**config.mk**
```make
export PLATFORM = sky130hd
export DESIGN_NAME = pwm_demodulator
export DESIGN_NICKNAME = d
export VERILOG_FILES = /design/src/rtl/pwm_demodulator.sv
export SDC_FILE = /design/constraint.sdc
export NUM_CORES = 1
export LEC_CHECK = 0
export CORE_MARGIN = 8
export CORE_UTILIZATION = 48
export DETAILED_ROUTE_END_ITERATION = 8
export DONT_BUFFER_PORTS = 1
export PLACE_DENSITY_LB_ADDON = 0.08
export SYNTH_ARGS = -nofsm -noshare
export SYNTH_HDL_FRONTEND = slang
export SYNTH_SLANG_ARGS = --single-unit
```
**constraint.sdc**
```tcl
create_clock -name Clock -period 5 [get_ports Clock]
set_input_delay 1 -clock Clock [delete_from_list [all_inputs] [get_ports Clock]]
set_output_delay 1 -clock Clock [all_outputs]
set_load 0.1 [all_outputs]
```
**src/rtl/pwm_demodulator.sv**
```systemverilog
// PWM receiver: conditions the input, measures period and high time between
// rising edges and turns the duty cycle back into a Size-bit word.
module pwm_demodulator #(
  parameter int    Size           = 5,
  parameter int    ClockPeriod_ns = 20,
  parameter int    PWMPeriod_ns   = 200_000,
  parameter int    FilterCycles   = 3,
  parameter string Signed         = "No"
) (
  input  logic            Clock,
  input  logic            Reset_n,
  input  logic            PWM,
  input  logic            Sign,
  output logic [Size-1:0] Data,
  output logic            Valid,
  output logic            Timeout,
  output logic            Error
);

  localparam int PeriodTicks = PWMPeriod_ns / ClockPeriod_ns;
  localparam bit IsSigned    = (Signed == "Yes");
  localparam int PWMDSize    = IsSigned ? Size - 1 : Size;
  localparam int FullScale   = 2**PWMDSize - 1;
  localparam int CW          = $clog2(2*PeriodTicks + 2);
  localparam int NW          = CW + PWMDSize;
  localparam int FW          = $clog2(FilterCycles + 1);
  localparam int BW          = $clog2(PWMDSize + 1);

  localparam logic [CW-1:0]       CntMax = '1;
  localparam logic [CW-1:0]       Limit  = CW'(2*PeriodTicks);
  localparam logic [CW-1:0]       PerMin = CW'(PeriodTicks/2);
  localparam logic [CW-1:0]       PerMax = CW'(3*PeriodTicks/2);
  localparam logic [PWMDSize-1:0] FsMag  = PWMDSize'(FullScale);

  typedef enum logic {WAIT_EDGE, MEASURE} meas_state_t;
  typedef enum logic [1:0] {D_IDLE, D_RUN, D_DONE} div_state_t;

  logic              pwm_p0, pwm_p1, sign_p0, sign_p1;
  logic              filt, filt_q, rise;
  logic [FW-1:0]     flt_cnt;
  logic [CW-1:0]     per_cnt, hi_cnt;
  logic              tmo_hit, in_range, start, reject;
  meas_state_t       meas_state, meas_next;
  div_state_t        div_state, div_next;
  logic [BW-1:0]     bit_cnt;
  logic              bit_last, div_step, div_finish;
  logic              sign_lat;
  logic [NW-1:0]     numer;
  logic [CW-1:0]     rem_p1, den_p1;
  logic [PWMDSize-1:0] num_p1, quo_p1, quo_next;
  logic              ovf_p1;
  logic [CW:0]       shifted;
  logic              q_bit;

  // H <= P keeps the quotient in range; the overflow flag is only a guard.
  function automatic logic [PWMDSize-1:0] sat_mag(input logic [PWMDSize-1:0] q,
                                                   input logic ovf);
    return ovf ? FsMag : q;
  endfunction

  function automatic logic [Size-1:0] fmt_data(input logic [PWMDSize-1:0] mag,
                                               input logic sgn);
    logic signed [Size-1:0] ext;
    ext = Size'(mag);
    if (IsSigned && sgn) ext = -ext;
    return ext;
  endfunction

  // Stage p0/p1: two-flop synchronizers, then the level filter
  always_ff @(posedge Clock or negedge Reset_n) begin
    if (!Reset_n) begin
      pwm_p0  <= 1'b0;
      pwm_p1  <= 1'b0;
      sign_p0 <= 1'b0;
      sign_p1 <= 1'b0;
      filt    <= 1'b0;
      filt_q  <= 1'b0;
      flt_cnt <= '0;
    end else begin
      pwm_p0  <= PWM;
      pwm_p1  <= pwm_p0;
      sign_p0 <= Sign;
      sign_p1 <= sign_p0;
      filt_q  <= filt;
      if (pwm_p1 == filt) begin
        flt_cnt <= '0;
      end else if (flt_cnt == FW'(FilterCycles - 1)) begin
        filt    <= pwm_p1;
        flt_cnt <= '0;
      end else begin
        flt_cnt <= flt_cnt + FW'(1);
      end
    end
  end

  assign rise = filt & ~filt_q;

  // Period and high-time counters, restarted by every filtered rising edge
  always_ff @(posedge Clock or negedge Reset_n) begin
    if (!Reset_n) begin
      per_cnt  <= '0;
      hi_cnt   <= '0;
      sign_lat <= 1'b0;
    end else if (rise) begin
      per_cnt  <= CW'(1);
      hi_cnt   <= CW'(1);
      sign_lat <= sign_p1;
    end else begin
      if (per_cnt != CntMax) per_cnt <= per_cnt + CW'(1);
      if (filt && hi_cnt != CntMax) hi_cnt <= hi_cnt + CW'(1);
    end
  end

  assign tmo_hit  = (per_cnt == Limit) && !rise;
  assign in_range = (per_cnt >= PerMin) && (per_cnt <= PerMax);

  always_ff @(posedge Clock or negedge Reset_n) begin
    if (!Reset_n) meas_state <= WAIT_EDGE;
    else          meas_state <= meas_next;
  end

  always_comb begin
    meas_next = meas_state;
    case (meas_state)
      WAIT_EDGE: if (rise)    meas_next = MEASURE;
      MEASURE:   if (tmo_hit) meas_next = WAIT_EDGE;
      default:                meas_next = WAIT_EDGE;
    endcase
  end

  always_comb begin
    start  = (meas_state == MEASURE) && rise && in_range;
    reject = (meas_state == MEASURE) && rise && !in_range;
  end

  always_ff @(posedge Clock or negedge Reset_n) begin
    if (!Reset_n) div_state <= D_IDLE;
    else          div_state <= div_next;
  end

  always_comb begin
    div_next = div_state;
    case (div_state)
      D_IDLE: if (start) div_next = D_RUN;
      D_RUN: begin
        if (tmo_hit)       div_next = D_IDLE;
        else if (start)    div_next = D_RUN;
        else if (bit_last) div_next = D_DONE;
      end
      D_DONE:  div_next = start ? D_RUN : D_IDLE;
      default: div_next = D_IDLE;
    endcase
  end

  always_comb begin
    bit_last   = (bit_cnt == BW'(PWMDSize - 1));
    div_step   = (div_state == D_RUN);
    div_finish = (div_state == D_RUN) && bit_last && !tmo_hit && !start;
  end

  always_ff @(posedge Clock or negedge Reset_n) begin
    if (!Reset_n)      bit_cnt <= '0;
    else if (start)    bit_cnt <= '0;
    else if (div_step) bit_cnt <= bit_cnt + BW'(1);
  end

  // Rounded numerator: H*FullScale + P/2, divided by P
  assign numer    = NW'(hi_cnt) * NW'(FullScale) + NW'(per_cnt >> 1);
  assign shifted  = {rem_p1, num_p1[PWMDSize-1]};
  assign q_bit    = (shifted >= {1'b0, den_p1});
  assign quo_next = PWMDSize'({quo_p1, q_bit});

  // Stage p1: restoring divider, one quotient bit per cycle, MSB first
  always_ff @(posedge Clock) begin
    if (start) begin
      rem_p1 <= numer[NW-1:PWMDSize];
      num_p1 <= numer[PWMDSize-1:0];
      den_p1 <= per_cnt;
      quo_p1 <= '0;
      ovf_p1 <= (numer[NW-1:PWMDSize] >= per_cnt);
    end else if (div_step) begin
      rem_p1 <= q_bit ? CW'(shifted - {1'b0, den_p1}) : CW'(shifted);
      num_p1 <= num_p1 << 1;
      quo_p1 <= quo_next;
    end
  end

  // Stage p2: output register; a timeout overrides a finishing division
  always_ff @(posedge Clock or negedge Reset_n) begin
    if (!Reset_n) begin
      Data    <= '0;
      Valid   <= 1'b0;
      Timeout <= 1'b0;
      Error   <= 1'b0;
    end else begin
      Valid   <= 1'b0;
      Timeout <= 1'b0;
      Error   <= reject;
      if (tmo_hit) begin
        Data    <= fmt_data(filt ? FsMag : '0, sign_lat);
        Valid   <= 1'b1;
        Timeout <= 1'b1;
      end else if (div_finish) begin
        Data  <= fmt_data(sat_mag(quo_next, ovf_p1), sign_lat);
        Valid <= 1'b1;
      end
    end
  end

endmodule

```
; After elaboration in Yosys (flattened, before gate mapping)
; Cells that the tools add are included.
[classes]
add_sub_neg = 6
multipliers = 1
magnitude_cmp = 4
n_eq_ne = 10
muxes = 29
bitwise = 4
n_reduce_logical = 20
[op_table]
columns = op, count
row1 = 15-bit two-way mux, 7
row2 = "15-bit by 1-bit adder with 15-bit output, second input constant", 2
row3 = 5-bit two-way mux, 6
row4 = "15-bit != test, second input constant", 2
row5 = 20-bit by 14-bit adder with 20-bit output, 1
row6 = "15-bit by 5-bit multiplier with 20-bit output, second input constant", 1
row7 = 16-bit by 15-bit >= comparator with 1-bit output, 1
row8 = "15-bit equality test, second input constant", 1
row9 = "15-bit by 13-bit >= comparator with 1-bit output, second input constant", 1
row10 = 15-bit >= comparator, 1
row11 = "15-bit by 14-bit less-or-equal comparator with 1-bit output, second input constant", 1
row12 = 15-bit subtractor, 1
row13 = 2-bit two-way mux, 6
row14 = 1-bit logical AND, 9
row15 = 2-bit nonzero test, 4
row16 = 1-bit two-way mux, 6
row17 = 3-bit two-way mux, 2
row18 = 2-bit case mux with 3 select lines, 1
row19 = "2-bit equality test, second input constant", 2
row20 = 1-bit zero test, 4
row21 = "4-bit != test, second input constant", 1
row22 = 2-bit AND reduction, 2
row23 = "3-bit by 1-bit adder with 3-bit output, second input constant", 1
row24 = "3-bit equality test, second input constant", 1
row25 = 8 further kinds, 10
[totals]
ff_bits = 90
output_inout_bits = 8
elab_cells = 93

; Depth between registers and ports, before layout
[logic_depth]
ltp_word = 9
depth_mapped = 22
ltp_nobuf = 22

; Least setup slack after synthesis
; OpenSTA, ideal clock, no wires.
[synth_path]
kind = register to register
startpoint = register hi_cnt[3]
endpoint = register ovf_p1, data pin
setup_ps = 262
arrival_time_ps = 4460
required_ps = 4738
slack_ps = 278
stages_incl_launch_ff = 23
synth_period_minus_slack_ps = 4722
path_cell_list = dfrtp_1 inv_1 fa_1 inv_1 fa_1 inv_1 fa_1 inv_1 ha_1 a21oi_1 nand2b_1 nand3b_1 a21o_1 a21oi_1 xnor2_1 ha_1 nand4_1 nor2_1 o21a_1 o21ai_0 nand3_1 nor2_1 o21ai_0
[synth_between]
elab_chain_len = 3
[synth_lines]
columns = item, line
row1 = "start, declared", 41  ; logic [CW-1:0] per_cnt, hi_cnt;
row2 = "start signal, assigned", 110  ; if (filt && hi_cnt != CntMax) hi_cnt <= hi_cnt + CW'(1);
row3 = 15-bit by 5-bit multiplier with 20-bit output, 168  ; assign numer = NW'(hi_cnt) * NW'(FullScale) + NW'(per_cnt >> 1);
row4 = 20-bit by 14-bit adder with 20-bit output, 168
row5 = 15-bit >= comparator, 180  ; ovf_p1 <= (numer[NW-1:PWMDSize] >= per_cnt);
row6 = "end signal, assigned", 180
row7 = "end, declared", 51  ; logic ovf_p1;
; No other way between the ends.
; A chain may end at the register's enable or synchronous reset.

; Worst setup path after layout
[layout_path]
startpoint = register hi_cnt[5]
endpoint = register ovf_p1, data pin
; Same word-level chain as after synthesis.

==> reports/results.tsv <==
stage	metric	value	unit
power_and_ir_drop	leakage	4.15	nW
sta	maxClockFrequency	0.209	GHz
sta	skew	8.47	ps
detailed_routing	vias	5525	
sta	hold_violations	0	
detailed_routing	totalWireLength	16900	um
critical_path	cp.required	5090	ps
yosys	yosys_warnings	0	
floorplan	row_count	46	
global_route	antenna_found_initial	0	
job	maxCapViolCount	0	
yosys	synth_commonest_cells	inv_1, ha_1, nor2_1, fa_1, dfrtp_1	
sta	finalMaxSlewViolations	0	
yosys	synth_top_area_share	16.3	%
critical_path	arrival	4880	ps
placement	io_buffer_count	0	
sta	holdWs	339	ps
floorplan	ios	12	
yosys	synth-xor-area-share	5.82	%
cts	cts_max_level	3	
floorplan	die_h	142	um
cells_and_area	syn_to_final_growth	12.5	%
yosys	syn_inst	801	
cts	ctsHoldBuffers	0	
global_route	grt_use_total	17.9	%
yosys	syn_area	7670	um^2
yosys	synthMuxAreaShare	3.29	%
detailed_routing	drtIter0Drc	262	
yosys	synthTopCellsByArea	dfrtp_1, edfxtp_1, fa_1	
critical_path	timing.rr.start	hi_cnt[5]	
critical_path	reg2reg_depth	19	
global_route	grt_pass1_wl	28500	um
detailed_routing	drc	0	
yosys	synth_top_family_by_area	adder cells	
detailed_routing	detail_route.wl_per_cell	15.9	um
yosys	synthFlopType	dfrtp_1	
detailed_routing	firstDrtPassIters	6	
placement	globalplace.congestion	0.857	
sta	slew-limit-headroom	38.4	%
yosys	syn_avg_cell_area	9.58	um^2
yosys	async_flop_share	55.6	%
yosys	synth_enable_flop_cells	36	
critical_path	path_class	reg2reg	
sta	period_minus_slack	4780	ps
sta	finalSetupViolCount	0	
cts	root_buffer	clkbuf_16	
yosys	synthAdderAreaFrac	26.5	%
cells_and_area	final_util	54.8	%
cts	numClockSinks	90	
detailed_routing	via_per_inst	5.20	
placement	placed_cells	1043	
critical_path	cp-startpoint	hi_cnt[5]	
floorplan	coreArea	15800	um^2
yosys	synth-seq-cells	90	
detailed_routing	postRouteAntennaNets	0	
floorplan	dieArea	20300	um^2
cts	cts_buffers	9	
sta	tightest_slew	916	ps
critical_path	crit_path_max_fanout	4	
yosys	synth_top_cell_by_area	dfrtp_1	
status	status	complete, no violations	
floorplan	die_w	142	um
critical_path	setup.worst_path.end_class	flip-flop	
critical_path	crit_path_start_kind	flip-flop	
power_and_ir_drop	powerDensity	373	nW/um^2
cts	clock_path_buffers	2	
worst_hold_path	holdCritPathClass	in2async	
global_route	first_global_vias	5781	
placement	place_hpwl	13400	um
cells_and_area	diodes	0	
sta	period_share	95.7	%
global_route	grt_start_max_net_pins	51	
cts	clk_pin_slew	70	ps
cells_and_area	nFillCells	1453	
yosys	yosysUniqueCellTypes	65	
yosys	syn-num-nets	936	
cells_and_area	fin_cells	1063	
yosys	ys_seq_area_share	31.4	%
floorplan	start_util	48.7	%
yosys	synthSimpleGateAreaFrac	14.2	%
yosys	synth_most_common_cell	inv_1	
global_route	grt-ovfl-total	0	
cts	insertion_delay	350	ps
power_and_ir_drop	ir_drop	0.000315	V
critical_path	r2r_end	ovf_p1	
cells_and_area	drive_above_1_share	12.6	%
cells_and_area	nets	977	
yosys	synth_compound_area_share	10.5	%
critical_path	endpoint	ovf_p1	
critical_path	r2r_slack	220	ps
cts	cts_tree	done	
repair_timing:
item	in CTS	in global routing
buffers inserted	0	4
endpoints found under the setup margin	1	1
resized for setup	5	20
pin swaps	0	11
layout by cell type, fill, tap and decap left out, types with 4 or more instances in the layout:
master / n
nand3_1: 28
o21a_1: 9
nor4_1: 4
mux2_2: 10
nor2b_1: 9
a21oi_1: 39
dfrtp_1: 47
a21oi_2: 4
and2_1: 5
mux2i_1: 8
nand2b_1: 5
and3_1: 10
mux2_4: 4
nand4_1: 8
o21ai_1: 5
nor3_1: 16
xnor2_1: 39
nor2_1: 70
buf_4: 44
fa_1: 53
nand2_1: 46
ha_1: 75
a31oi_1: 6
dfxtp_1: 4
clkbuf_16: 11
inv_1: 143
xor2_1: 8
edfxtp_1: 36
o21ai_0: 19
a21o_1: 5
critical path, cell delays in order (launching register included):
cell	delay (ps)
dfrtp_1	390
inv_1	150
fa_1	500
inv_1	50
fa_1	530
inv_1	50
fa_1	520
inv_1	40
ha_2	380
o21ai_0	130
a32oi_2	240
nand3_1	170
a21oi_1	210
nor2_1	80
xnor2_1	230
ha_1	300
a211oi_2	250
nand3_1	90
nor2_1	120
o21ai_0	100
how the worst min path moves through the flow:
stage,cells after the start,end,from
2_1_floorplan,0,pwm_p1,pwm_p0
3_3_place_gp,0,pwm_p1,pwm_p0
3_5_place_dp,0,pwm_p1,pwm_p0
4_1_cts,0,bit_cnt[0],Reset_n
5_1_grt,0,bit_cnt[2],Reset_n
6_report,0,div_state[1],Reset_n
registers in the layout, indices dropped and copies added (netlist names):
register    count
quo_p1          4
ovf_p1          1
filt_q          1
filt            1
bit_cnt         3
Data            5
flt_cnt         2
num_p1          5
hi_cnt         15
rem_p1         15
Timeout         1
Error           1
pwm_p1          1
div_state       2
Valid           1
den_p1         15
per_cnt        15
pwm_p0          1
meas_state      1
kinds of logic after synthesis:
logic type | after synthesis
mux | 22
flops | 90
compound gates | 124
buf+inv | 161
simple gates | 222
fa+ha+maj | 131
xor+xnor | 51
where the power goes:
group	internal, mW	switching (mW)
clock network	0.453	0.305
logic	0.668	0.879
registers	0.831	0.0860
stage by stage:
stage	area, um^2	TNS, ps	worst slack (ps)	power [mW]
after floorplan	7670	0	278	1.94
after global placement	8170	0	47.4	2.35
after detailed placement	8170	-40.3	-40.3	2.38
after CTS	8540	0	11.9	3.18
after global routing	8640	-0.568	-0.568	3.51
final	8640	0	217	3.22
cell type report:
type                    count  area [um^2]  area share, %
inverters                 147          554           6.42
clock inverters             5         62.6          0.724
flip-flops and latches     90         2420           28.0
repair buffers             44          330           3.82
well taps                 216          270           3.13
multi-input cells         550         4730           54.7
clock buffers              11          275           3.19
routing by layer:
| layer | GRT usage [%] | part of all wire (%) | vias to the layer above |
|---|---|---|---|
| met5 | 0 | 0 | - |
| met4 | 6.82 | 2.2 | 0 |
| met2 | 29.8 | 48 | 58 |
| met3 | 1.85 | 1.7 | 21 |
| met1 | 23.6 | 48 | 2697 |
| li1 | - | - | 2749 |
Note: power is estimated with default switching activity, not from simulation.
